[src/rtl/imu_mpu_sched.sv]
// imu_mpu_sched: wakes an MPU-6050-class IMU, then runs periodic 14-byte burst reads over a
// byte-level I2C master and publishes coherent accel/temp/gyro snapshots with NACK retry/fault.
module imu_mpu_sched #(
  parameter logic [6:0]  DEV_ADDR      = 7'h68,
  parameter int unsigned PERIOD_CYCLES = 100000,
  parameter int unsigned INIT_DELAY    = 200000,
  parameter int unsigned MAX_RETRY     = 3
) (
  input  logic        clk,
  input  logic        reset_n,
  output logic        cmd_valid,
  input  logic        cmd_ready,
  output logic [2:0]  cmd_op,
  output logic [7:0]  cmd_wdata,
  input  logic        rsp_valid,
  input  logic [7:0]  rsp_rdata,
  input  logic        rsp_nack,
  input  logic        enable,
  input  logic        clear_fault,
  output logic [31:0] readdata_0,
  output logic [31:0] readdata_1,
  output logic [31:0] readdata_2,
  output logic [31:0] readdata_3,
  output logic [31:0] readdata_4,
  output logic [31:0] readdata_5,
  output logic [31:0] readdata_6,
  output logic [31:0] readdata_7,
  output logic [31:0] readdata_8,
  output logic        sample_strobe
);

  localparam int unsigned PER_W   = 24;
  localparam int unsigned DLY_W   = 32;
  localparam int unsigned RTY_W   = 8;
  localparam int unsigned NBYTES  = 14;
  localparam int unsigned BACKOFF = (PERIOD_CYCLES / 4 > 0) ? PERIOD_CYCLES / 4 : 1;

  localparam logic [PER_W-1:0] PER_LAST     = PER_W'(PERIOD_CYCLES - 1);
  localparam logic [DLY_W-1:0] INIT_LAST_CY = DLY_W'(INIT_DELAY - 1);
  localparam logic [DLY_W-1:0] BACK_LAST_CY = DLY_W'(BACKOFF - 1);
  localparam logic [RTY_W-1:0] RETRY_MAX    = RTY_W'(MAX_RETRY);

  localparam logic [3:0] S_PWRUP    = 4'd0;
  localparam logic [3:0] S_INIT     = 4'd1;
  localparam logic [3:0] S_WAIT     = 4'd2;
  localparam logic [3:0] S_RD       = 4'd3;
  localparam logic [3:0] S_COMMIT   = 4'd4;
  localparam logic [3:0] S_ERR_STOP = 4'd5;
  localparam logic [3:0] S_BACKOFF  = 4'd6;
  localparam logic [3:0] S_FAULT    = 4'd7;

  localparam logic [2:0] OP_START   = 3'd0;
  localparam logic [2:0] OP_RESTART = 3'd1;
  localparam logic [2:0] OP_WRITE   = 3'd2;
  localparam logic [2:0] OP_RD_ACK  = 3'd3;
  localparam logic [2:0] OP_RD_NACK = 3'd4;
  localparam logic [2:0] OP_STOP    = 3'd5;

  localparam logic [4:0] INIT_LAST  = 5'd4;
  localparam logic [4:0] RD_LAST    = 5'd19;
  localparam logic [4:0] RD_BYTE0   = 5'd5;
  localparam logic [7:0] ADDR_W     = {DEV_ADDR, 1'b0};
  localparam logic [7:0] ADDR_R     = {DEV_ADDR, 1'b1};

  logic [3:0]       state, state_n;
  logic [4:0]       step, step_n;
  logic             cmd_valid_n, pending, pending_n;
  logic [2:0]       op_n;
  logic [7:0]       wdata_n;
  logic [DLY_W-1:0] dly, dly_n;
  logic [PER_W-1:0] per_cnt, per_n;
  logic [RTY_W-1:0] retry, retry_n;
  logic [7:0]       nack_cnt, nack_n;
  logic             init_done, init_done_n, sticky, sticky_n, strobe_n;
  logic [31:0]      sample_cnt, cnt_n;
  logic [7:0]       shadow [NBYTES];
  logic [7:0]       shadow_n [NBYTES];
  logic [31:0]      sample [7];
  logic [31:0]      sample_n [7];
  logic             go_txn, go_rd, done;
  logic [3:0]       byte_idx;

  // Command table: step index within INIT or RD transaction -> {op, wdata}.
  function automatic logic [10:0] cmd_for(input logic is_rd, input logic [4:0] s);
    logic [10:0] c;
    c = {OP_RD_ACK, 8'h00};
    if (!is_rd) begin
      case (s)
        5'd0:    c = {OP_START, 8'h00};
        5'd1:    c = {OP_WRITE, ADDR_W};
        5'd2:    c = {OP_WRITE, 8'h6B};
        5'd3:    c = {OP_WRITE, 8'h00};
        default: c = {OP_STOP, 8'h00};
      endcase
    end else begin
      case (s)
        5'd0:    c = {OP_START, 8'h00};
        5'd1:    c = {OP_WRITE, ADDR_W};
        5'd2:    c = {OP_WRITE, 8'h3B};
        5'd3:    c = {OP_RESTART, 8'h00};
        5'd4:    c = {OP_WRITE, ADDR_R};
        5'd18:   c = {OP_RD_NACK, 8'h00};
        5'd19:   c = {OP_STOP, 8'h00};
        default: c = {OP_RD_ACK, 8'h00};
      endcase
    end
    return c;
  endfunction

  function automatic logic [31:0] sext16(input logic [7:0] h, input logic [7:0] l);
    return {{16{h[7]}}, h, l};
  endfunction

  assign done     = pending && rsp_valid;
  assign byte_idx = 4'(step - RD_BYTE0);

  always_comb begin
    state_n     = state;
    step_n      = step;
    cmd_valid_n = cmd_valid;
    op_n        = cmd_op;
    wdata_n     = cmd_wdata;
    pending_n   = pending;
    dly_n       = dly;
    per_n       = (per_cnt == PER_LAST) ? per_cnt : per_cnt + 1'b1;
    retry_n     = retry;
    nack_n      = nack_cnt;
    init_done_n = init_done;
    sticky_n    = sticky;
    cnt_n       = sample_cnt;
    strobe_n    = 1'b0;
    shadow_n    = shadow;
    sample_n    = sample;
    go_txn      = 1'b0;
    go_rd       = 1'b0;

    // One command in flight: drop valid on accept, then wait for the response.
    if (cmd_valid && cmd_ready) begin
      cmd_valid_n = 1'b0;
      pending_n   = 1'b1;
    end

    case (state)
      S_PWRUP: begin
        if (dly == INIT_LAST_CY) go_txn = 1'b1;
        else                     dly_n  = dly + 1'b1;
      end
      S_INIT, S_RD: begin
        if (done) begin
          pending_n = 1'b0;
          if (rsp_nack) begin
            nack_n      = (nack_cnt == 8'hFF) ? nack_cnt : nack_cnt + 8'd1;
            retry_n     = retry + 8'd1;
            state_n     = S_ERR_STOP;
            cmd_valid_n = 1'b1;
            op_n        = OP_STOP;
            wdata_n     = 8'h00;
          end else begin
            if (state == S_RD && (cmd_op == OP_RD_ACK || cmd_op == OP_RD_NACK))
              shadow_n[byte_idx] = rsp_rdata;
            if (state == S_INIT && step == INIT_LAST) begin
              init_done_n = 1'b1;
              retry_n     = '0;
              state_n     = S_WAIT;
            end else if (state == S_RD && step == RD_LAST) begin
              state_n = S_COMMIT;
            end else begin
              step_n            = 5'(step + 5'd1);
              cmd_valid_n       = 1'b1;
              {op_n, wdata_n}   = cmd_for(state == S_RD, 5'(step + 5'd1));
            end
          end
        end
      end
      S_ERR_STOP: begin
        if (done) begin
          pending_n = 1'b0;
          dly_n     = '0;
          state_n   = (retry >= RETRY_MAX) ? S_FAULT : S_BACKOFF;
        end
      end
      S_BACKOFF: begin
        if (dly == BACK_LAST_CY) begin
          go_txn = 1'b1;
          go_rd  = init_done;
        end else begin
          dly_n = dly + 1'b1;
        end
      end
      S_WAIT: begin
        if (per_cnt == PER_LAST && enable) begin
          go_txn = 1'b1;
          go_rd  = 1'b1;
        end
      end
      S_COMMIT: begin
        sample_n[0] = sext16(shadow[0],  shadow[1]);
        sample_n[1] = sext16(shadow[2],  shadow[3]);
        sample_n[2] = sext16(shadow[4],  shadow[5]);
        sample_n[3] = sext16(shadow[6],  shadow[7]);
        sample_n[4] = sext16(shadow[8],  shadow[9]);
        sample_n[5] = sext16(shadow[10], shadow[11]);
        sample_n[6] = sext16(shadow[12], shadow[13]);
        cnt_n       = sample_cnt + 32'd1;
        strobe_n    = 1'b1;
        sticky_n    = 1'b1;
        retry_n     = '0;
        state_n     = S_WAIT;
      end
      S_FAULT: begin
        if (clear_fault) begin
          retry_n = '0;
          if (init_done) state_n = S_WAIT;
          else           go_txn  = 1'b1;
        end
      end
      default: state_n = S_PWRUP;
    endcase

    // Every transaction (first attempt or retry) begins by presenting START.
    if (go_txn) begin
      state_n         = go_rd ? S_RD : S_INIT;
      step_n          = '0;
      cmd_valid_n     = 1'b1;
      {op_n, wdata_n} = cmd_for(go_rd, 5'd0);
      if (go_rd) per_n = '0;
    end
  end

  always_ff @(posedge clk or negedge reset_n) begin
    if (!reset_n) begin
      state         <= S_PWRUP;
      step          <= '0;
      cmd_valid     <= 1'b0;
      cmd_op        <= 3'd0;
      cmd_wdata     <= 8'h00;
      pending       <= 1'b0;
      dly           <= '0;
      per_cnt       <= '0;
      retry         <= '0;
      nack_cnt      <= '0;
      init_done     <= 1'b0;
      sticky        <= 1'b0;
      sample_cnt    <= '0;
      sample_strobe <= 1'b0;
      shadow        <= '{default: '0};
      sample        <= '{default: '0};
    end else begin
      state         <= state_n;
      step          <= step_n;
      cmd_valid     <= cmd_valid_n;
      cmd_op        <= op_n;
      cmd_wdata     <= wdata_n;
      pending       <= pending_n;
      dly           <= dly_n;
      per_cnt       <= per_n;
      retry         <= retry_n;
      nack_cnt      <= nack_n;
      init_done     <= init_done_n;
      sticky        <= sticky_n;
      sample_cnt    <= cnt_n;
      sample_strobe <= strobe_n;
      shadow        <= shadow_n;
      sample        <= sample_n;
    end
  end

  assign readdata_0 = sample[0];
  assign readdata_1 = sample[1];
  assign readdata_2 = sample[2];
  assign readdata_3 = sample[3];
  assign readdata_4 = sample[4];
  assign readdata_5 = sample[5];
  assign readdata_6 = sample[6];
  assign readdata_7 = sample_cnt;
  assign readdata_8 = {12'd0, state, nack_cnt, 5'd0, init_done, (state == S_FAULT), sticky};

endmodule

[config.mk]
export PLATFORM = sky130hd
export DESIGN_NAME = imu_mpu_sched
export DESIGN_NICKNAME = d
export VERILOG_FILES = /design/src/rtl/imu_mpu_sched.sv
export SDC_FILE = /design/constraint.sdc
export NUM_CORES = 1
export LEC_CHECK = 0
export ABC_AREA = 1
export CORE_ASPECT_RATIO = 1.1
export CORE_MARGIN = 3
export CORE_UTILIZATION = 30
export CTS_BUF_LIST = sky130_fd_sc_hd__clkbuf_8 sky130_fd_sc_hd__clkbuf_16
export CTS_CLUSTER_DIAMETER = 40
export DETAILED_ROUTE_END_ITERATION = 10
export DONT_BUFFER_PORTS = 1
export HOLD_SLACK_MARGIN = 0.12
export PLACE_DENSITY_LB_ADDON = 0.15
export RECOVER_POWER = 100
export SYNTH_ARGS = -nofsm -noshare
export SYNTH_HDL_FRONTEND = slang
export SYNTH_SLANG_ARGS = --single-unit
export TNS_END_PERCENT = 1
[constraint.sdc]
create_clock -name clk -period 5.06 [get_ports clk]
set_input_delay 1.518 -clock clk [delete_from_list [all_inputs] [get_ports clk]]
set_output_delay 1.518 -clock clk [all_outputs]
set_load 0.03 [all_outputs]
---- Word level (Yosys, flattened, before mapping) ----
Cells that the tools add are included.
storage, ports and cells
  flip-flop bits (word level) ............. 353
  output and inout port bits .............. 301
  logic and storage cells ................. 177
cells by class
  $add $sub $neg .......................... 7
  order comparisons ....................... 3
  equal/unequal tests ..................... 38
  multiplexer cells ....................... 66
  bitwise logic cells ..................... 3
  reductions and logical operators ........ 25
operator list
  operator                                          count
  bitwise mux 112 bit                               1
  two-way mux 32 bit                                3
  one-hot mux 32 bit (3 select lines)               1
  two-way mux 8 bit                                 11
  one-hot mux 11 bit (7 select lines)               1
  two-way mux 24 bit                                3
  adder 32 x 1 -> 32 bit (second input constant)    2
  one-hot mux 11 bit (4 select lines)               1
  demux 8 bit (select 4 bit)                        1
  == test 32 x 15 -> 1 bit (second input constant)  1
  == test 32 x 18 -> 1 bit (second input constant)  1
  two-way mux 4 bit                                 8
  two-way mux 5 bit                                 6
  adder 24 x 1 -> 24 bit (second input constant)    1
  == test 24 x 17 -> 1 bit (second input constant)  1
  one-hot mux 8 bit (3 select lines)                1
  AND reduction 4 bit                               6
  one-hot mux 4 bit (5 select lines)                1
  two-way mux 1 bit                                 18
  two-way mux 3 bit                                 6
  adder 8 x 1 -> 8 bit (second input constant)      2
  == test 4 x 3 -> 1 bit (second input constant)    4
  == test 5 bit (second input constant)             3
  inequality test 3 bit (second input constant)     5
  other kinds (34)                                  54

---- Logic depth before layout (Yosys ltp) ----
  depth after elaboration ................. 10
  gate-level depth with buffers ........... 14
  mapped depth without buffers ............ 13

---- Least setup slack after synthesis ----
No wires, ideal clock.
  path type ............................... register to output
  from .................................... register state[1]
  to ...................................... output readdata_8[1]
  arrival time ............................ 1,300 ps
  setup slack ............................. 2,242 ps
  cell stages (with the launch flop) ...... 3
  buffers on the path ..................... 0
  cell sequence ........................... dfrtp_1 -> inv_1 -> nor3_2
on the way
  longest elaborated chain between the ends .. 1
RTL lines
  item                      line  source
  start: declaration        65    logic [3:0] state, state_n;
  start signal: assignment  249   state <= state_n;
  == test 4 x 3 -> 1 bit    276   assign readdata_8 = {12'd0, state, nack_cnt, 5'd0, init_done, (state == S_FAULT), sticky};
  end: declaration          28    output logic [31:0] readdata_8,
Every way passes these cells.

---- Worst setup path in the final report ----
  from .................................... register, netlist name readdata_6[15]
  to ...................................... output readdata_6[28]
RTL lines
  item              line  source
  end: declaration  26    output logic [31:0] readdata_6,
No word-level cell between the ends.

==> flow_results.org <==
** Logic synthesis
- Count of state elements after synthesis :: 349
- Number of unique standard cell types used by synthesis :: 42
- In the synthesized netlist the async set-or-reset flop fraction comes to 100%.
- Summing the areas of all xor and xnor instances in the mapped netlist gives under 10% of the synthesized area.
- Of the synthesized area, sequential elements account for 50.9%.
- The top cell type by area accounts for roughly 51% of the synthesized area.
- A synthesized cell averages slightly above 8 um2.
- Fraction of the mapped netlist area in compound gates :: under 10%
- Among all cell types in the netlist, the one instantiated most often is sky130_fd_sc_hd__nand2_1.
- Sorting the synthesized cells by how often they occur yields 737 x sky130_fd_sc_hd__nand2_1, 349 x sky130_fd_sc_hd__dfrtp_1, 197 x sky130_fd_sc_hd__nor2_1.
- Combinational family with the most area after synthesis :: simple AND/OR/NAND/NOR gates
- Counting flops with a built-in enable in the synthesized netlist gives 0.
- By area the synthesized netlist is led by sky130_fd_sc_hd__dfrtp_1 51%, sky130_fd_sc_hd__nand2_1 16%, sky130_fd_sc_hd__buf_4 5.9%, sky130_fd_sc_hd__nor2_1 4.3%, sky130_fd_sc_hd__inv_1 2.8%.
- Yosys printed 0 warnings.
- Most frequently used flop master after synthesis :: sky130_fd_sc_hd__dfrtp_1
- Library cell with the largest summed area after synthesis :: sky130_fd_sc_hd__dfrtp_1
- After Yosys synthesis, and, or, nand and nor cells account for approximately 28% of the synthesized area.
- Post-Syn Area :: 0.0172 mm2
- In the synthesized netlist, mux cells make up 0.124% of the area.
- Post-Synthesis Cells :: around 2100
- After Yosys synthesis, full adders, half adders and majority gates account for less than 1% of the synthesized area.

** Final layout
- For this run, the post-layout net count is a little over 2000.
- The finished layout holds approximately 2800 standard cells, fillers aside.
- Relative to the synthesized area, the layout overhead comes to 12.0%.
- Layout cell share with drive strength beyond 1 :: 7.26%
- The layout has 5941 filler cells.
- Cells fill 34.1% of the core in the end.

** Worst setup path
- CP Buf/Inv Count :: 1
- The cell family contributing the most delay on the critical path is flip-flops.
- Sort of element at the end of the critical path :: primary output
- Along the worst path, the maximum fanout reaches 14.
- The largest single stage delay on the critical path is 1520 ps.
- The critical path in this run is classified as flop to primary output.
- Worst Setup Start Kind :: flop
- For the worst setup path, the data required time is 3540 ps.
- Slowest CP cell :: sky130_fd_sc_hd__dfrtp_2
- Endpoint arrival time on the critical path :: around 2700 ps
- The signal on the critical path passes through buf_4.

** Detailed routing
- The first detailed-routing pass took 5 iterations.
- Using the TritonRoute via totals, the vias-per-cell ratio works out to between 4 and 5.
- Final routed wirelength across all metal layers :: 48.8 mm
- DRC violation count after routing :: 0
- The count of nets left with antenna violations once routing finished came out at 0.
- Post-DR wirelength/cell :: 17.3 um
- DRT iter0 DRCs :: just under 900
- Vias after detailed routing :: 12800

** Timing
- Setup violations remaining at the end of the flow were counted as 0.
- RSZ-0062 raised after global routing :: no
- Final worst clock skew :: 22.8 ps
- The worst path in the final design needs a cycle of 4240 ps, including I/O delays and setup.
- The count of final max-slew check failures came to 95.
- In the finished design, the share of the clock period the worst path needs comes to 83.9%.
- Setup slack on the critical path of the routed design comes to 816 ps.
- At the pin with the least slew margin, the transition time is 2090 ps.
- The total count of hold-check failures in the final report is 0.
- TNS Setup :: 0 ps
- For this run, the top clock speed supported by timing is approximately 240 MHz.
- Headroom to the max-slew limit came out at -38.6%.

** CTS
- Clock insertion delay at the later pin of the skew report :: a little under 600 ps
- Counting along the longest clock path gives a buffer depth of 3.
- Clk Tree Root Cell :: sky130_fd_sc_hd__clkbuf_16
- CTS built an H-tree with a depth of 3.
- Num CTS Buffers :: about 70
- Number of hold-repair buffers added at the cts stage :: 0
- Post-CTS timing repair inserted 0 buffers for setup.
- Clock-pin slew was measured on the worst setup and hold paths at 50 ps.
- TritonCTS clock tree :: done
- CTS sink cnt :: 349
- Gates resized during post-CTS repair numbered 0.

** Die
- Core area :: roughly 0.056 mm2
- Effective utilization at floorplan :: between 30% and 40%
- Top-level port count :: 316
- The die is 257 um tall.
- The floorplan step defined a die boundary enclosing 0.0601 mm2.
- The die is 234 um wide.
- Cell Rows :: 91

** Run
- Across the run, the number of max-cap violations was 10.

** Global routing
- Total gr overflow :: 0
- Global routing consumed, over all layers together, 16.3% of the routing resources.
- Largest net degree at the start of global routing :: 350
- The first global-routing pass estimated slightly below 80 mm of wire.
- The initial antenna violation count was 1.
- Vias in the first global route :: about 13000

** Pwr
- Pwr dens :: about 480 mW/mm2
- For this design the static power due to leakage is approximately 9.4 nW.
- Switching share of total power :: about 30%
- Cell internal pwr :: 6.44 mW
- Share of power burned in the clock network :: about half
- The share of total power dissipated in sequential elements is 36.8%.
- Combinational logic is responsible for 11.5% of the overall power.
- IR drop worst, VDD :: 0.253 mV
- Overall power consumption after layout is estimated at 9.20 mW.
- Switching power of the nets :: 2.76 mW

** Placed design
- # placed instances :: 2680
- Worst Setup Slack post-DPL :: 1780 ps
- Post-detailed-placement half-perimeter wirelength :: approximately 32 mm
- Final weighted congestion in routability-driven placement :: 0.877
- In this run the tool buffered the top-level ports with 0 buffer cells.

** Run status
- Status :: finished with violations
- Failing checks :: capacitance limit, slew limit

** Hold path
- In this run the worst hold path is classified as flop to flop.
layout by cell type (no fill, tap or decap), types with 2 or more instances in the layout:
master and instances:
sky130_fd_sc_hd__o21ai_0 128, sky130_fd_sc_hd__nand2_1 752, sky130_fd_sc_hd__clkinv_8 3, sky130_fd_sc_hd__buf_4 4
sky130_fd_sc_hd__nor2_1 206, sky130_fd_sc_hd__diode_2 2, sky130_fd_sc_hd__clkbuf_16 72, sky130_fd_sc_hd__xor2_1 53
sky130_fd_sc_hd__a21oi_1 17, sky130_fd_sc_hd__a211oi_1 2, sky130_fd_sc_hd__nand3_1 95, sky130_fd_sc_hd__xnor2_1 29
sky130_fd_sc_hd__ha_1 11, sky130_fd_sc_hd__nand4_1 26, sky130_fd_sc_hd__nor3b_1 3, sky130_fd_sc_hd__o21ai_1 21
sky130_fd_sc_hd__o21a_1 2, sky130_fd_sc_hd__nor3_1 50, sky130_fd_sc_hd__inv_6 3, sky130_fd_sc_hd__nor2_2 3
sky130_fd_sc_hd__clkinv_2 8, sky130_fd_sc_hd__o211ai_1 5, sky130_fd_sc_hd__bufinv_16 7, sky130_fd_sc_hd__clkbuf_8 13
sky130_fd_sc_hd__conb_1 19, sky130_fd_sc_hd__clkinv_4 6, sky130_fd_sc_hd__clkinvlp_4 9, sky130_fd_sc_hd__inv_1 139
sky130_fd_sc_hd__dfrtp_4 4, sky130_fd_sc_hd__clkbuf_2 7, sky130_fd_sc_hd__clkbuf_1 7, sky130_fd_sc_hd__dfrtp_1 344
sky130_fd_sc_hd__nand3b_1 3
layer usage:
metal | GRT usage, % | share of wire (%) | vias to the layer above
met2 | 26.2 | 47 | 324
met1 | 21.3 | 44 | 6133
met4 | 5.78 | 2.4 | 0
met3 | 4.23 | 6.6 | 79
li1 | - | - | 6302
met5 | 0 | 0 | -
stage by stage:
| step | hold WS [ps] | cell area (um2) |
|---|---|---|
| global placement | 450 | 17000 |
| global route | 469 | 19200 |
| CTS | 447 | 19400 |
| floorplan | 441 | 17200 |
| finish | 445 | 19200 |
| detailed placement | 455 | 17000 |
power by group through the flow:
stage	registers, mW	clock network (mW)	logic [mW]
2_1_floorplan	3.30	0	0.924
3_3_place_gp	3.43	0	1.09
3_5_place_dp	3.43	0	1.09
4_1_cts	3.39	4.90	1.10
6_report	3.39	4.76	1.05
5_1_grt	3.42	5.04	1.21
registers in the layout, summed over array words and instances (netlist names), 24 cells and up:
name / flops
readdata_7: 32
per_cnt: 24
shadow: 112
dly: 32
cell families after synthesis:
logic type      after synthesis
simple gates               1144
flops                       349
buf+inv                     336
compound gates              178
xor+xnor                     82
fa+ha+maj                    11
mux                           2
other cells                   1
area by class of cell:
type | instances | area, um2 | share of cell area [%]
Tap cell | 744 | 931 | 4.84
Sequential cell | 349 | 8750 | 45.5
Multi-Input combinational cell | 1436 | 6470 | 33.7
Timing Repair Buffer | 18 | 91.3 | 0.475
Antenna cell | 2 | 5.00 | 0.0260
Clock buffer | 85 | 1980 | 10.3
Clock inverter | 46 | 499 | 2.60
Inverter | 133 | 503 | 2.61
worst min-delay path, delay by kind of cell (launching register included):
| kind | cells | cell delay (ps) |
|---|---|---|
| flops | 1 | 330 |
| simple gates | 2 | 90 |
path summary, 6_finish.rpt:
check | from | end | slack [ps] | depth (start not counted)
worst max-delay path | readdata_6[15] | readdata_6[28] | 820 | 1
worst min-delay path | shadow[25] | readdata_5[9] | 450 | 2
worst max register to register | state[1] | readdata_6[15] | 1600 | 6
worst min register to register | shadow[25] | readdata_5[9] | 450 | 2
max in group asynchronous | reset_n | shadow[48] | 3450 | 0
min in group asynchronous | reset_n | readdata_7[15] | 640 | 0
(Power assumes the default switching activity.)
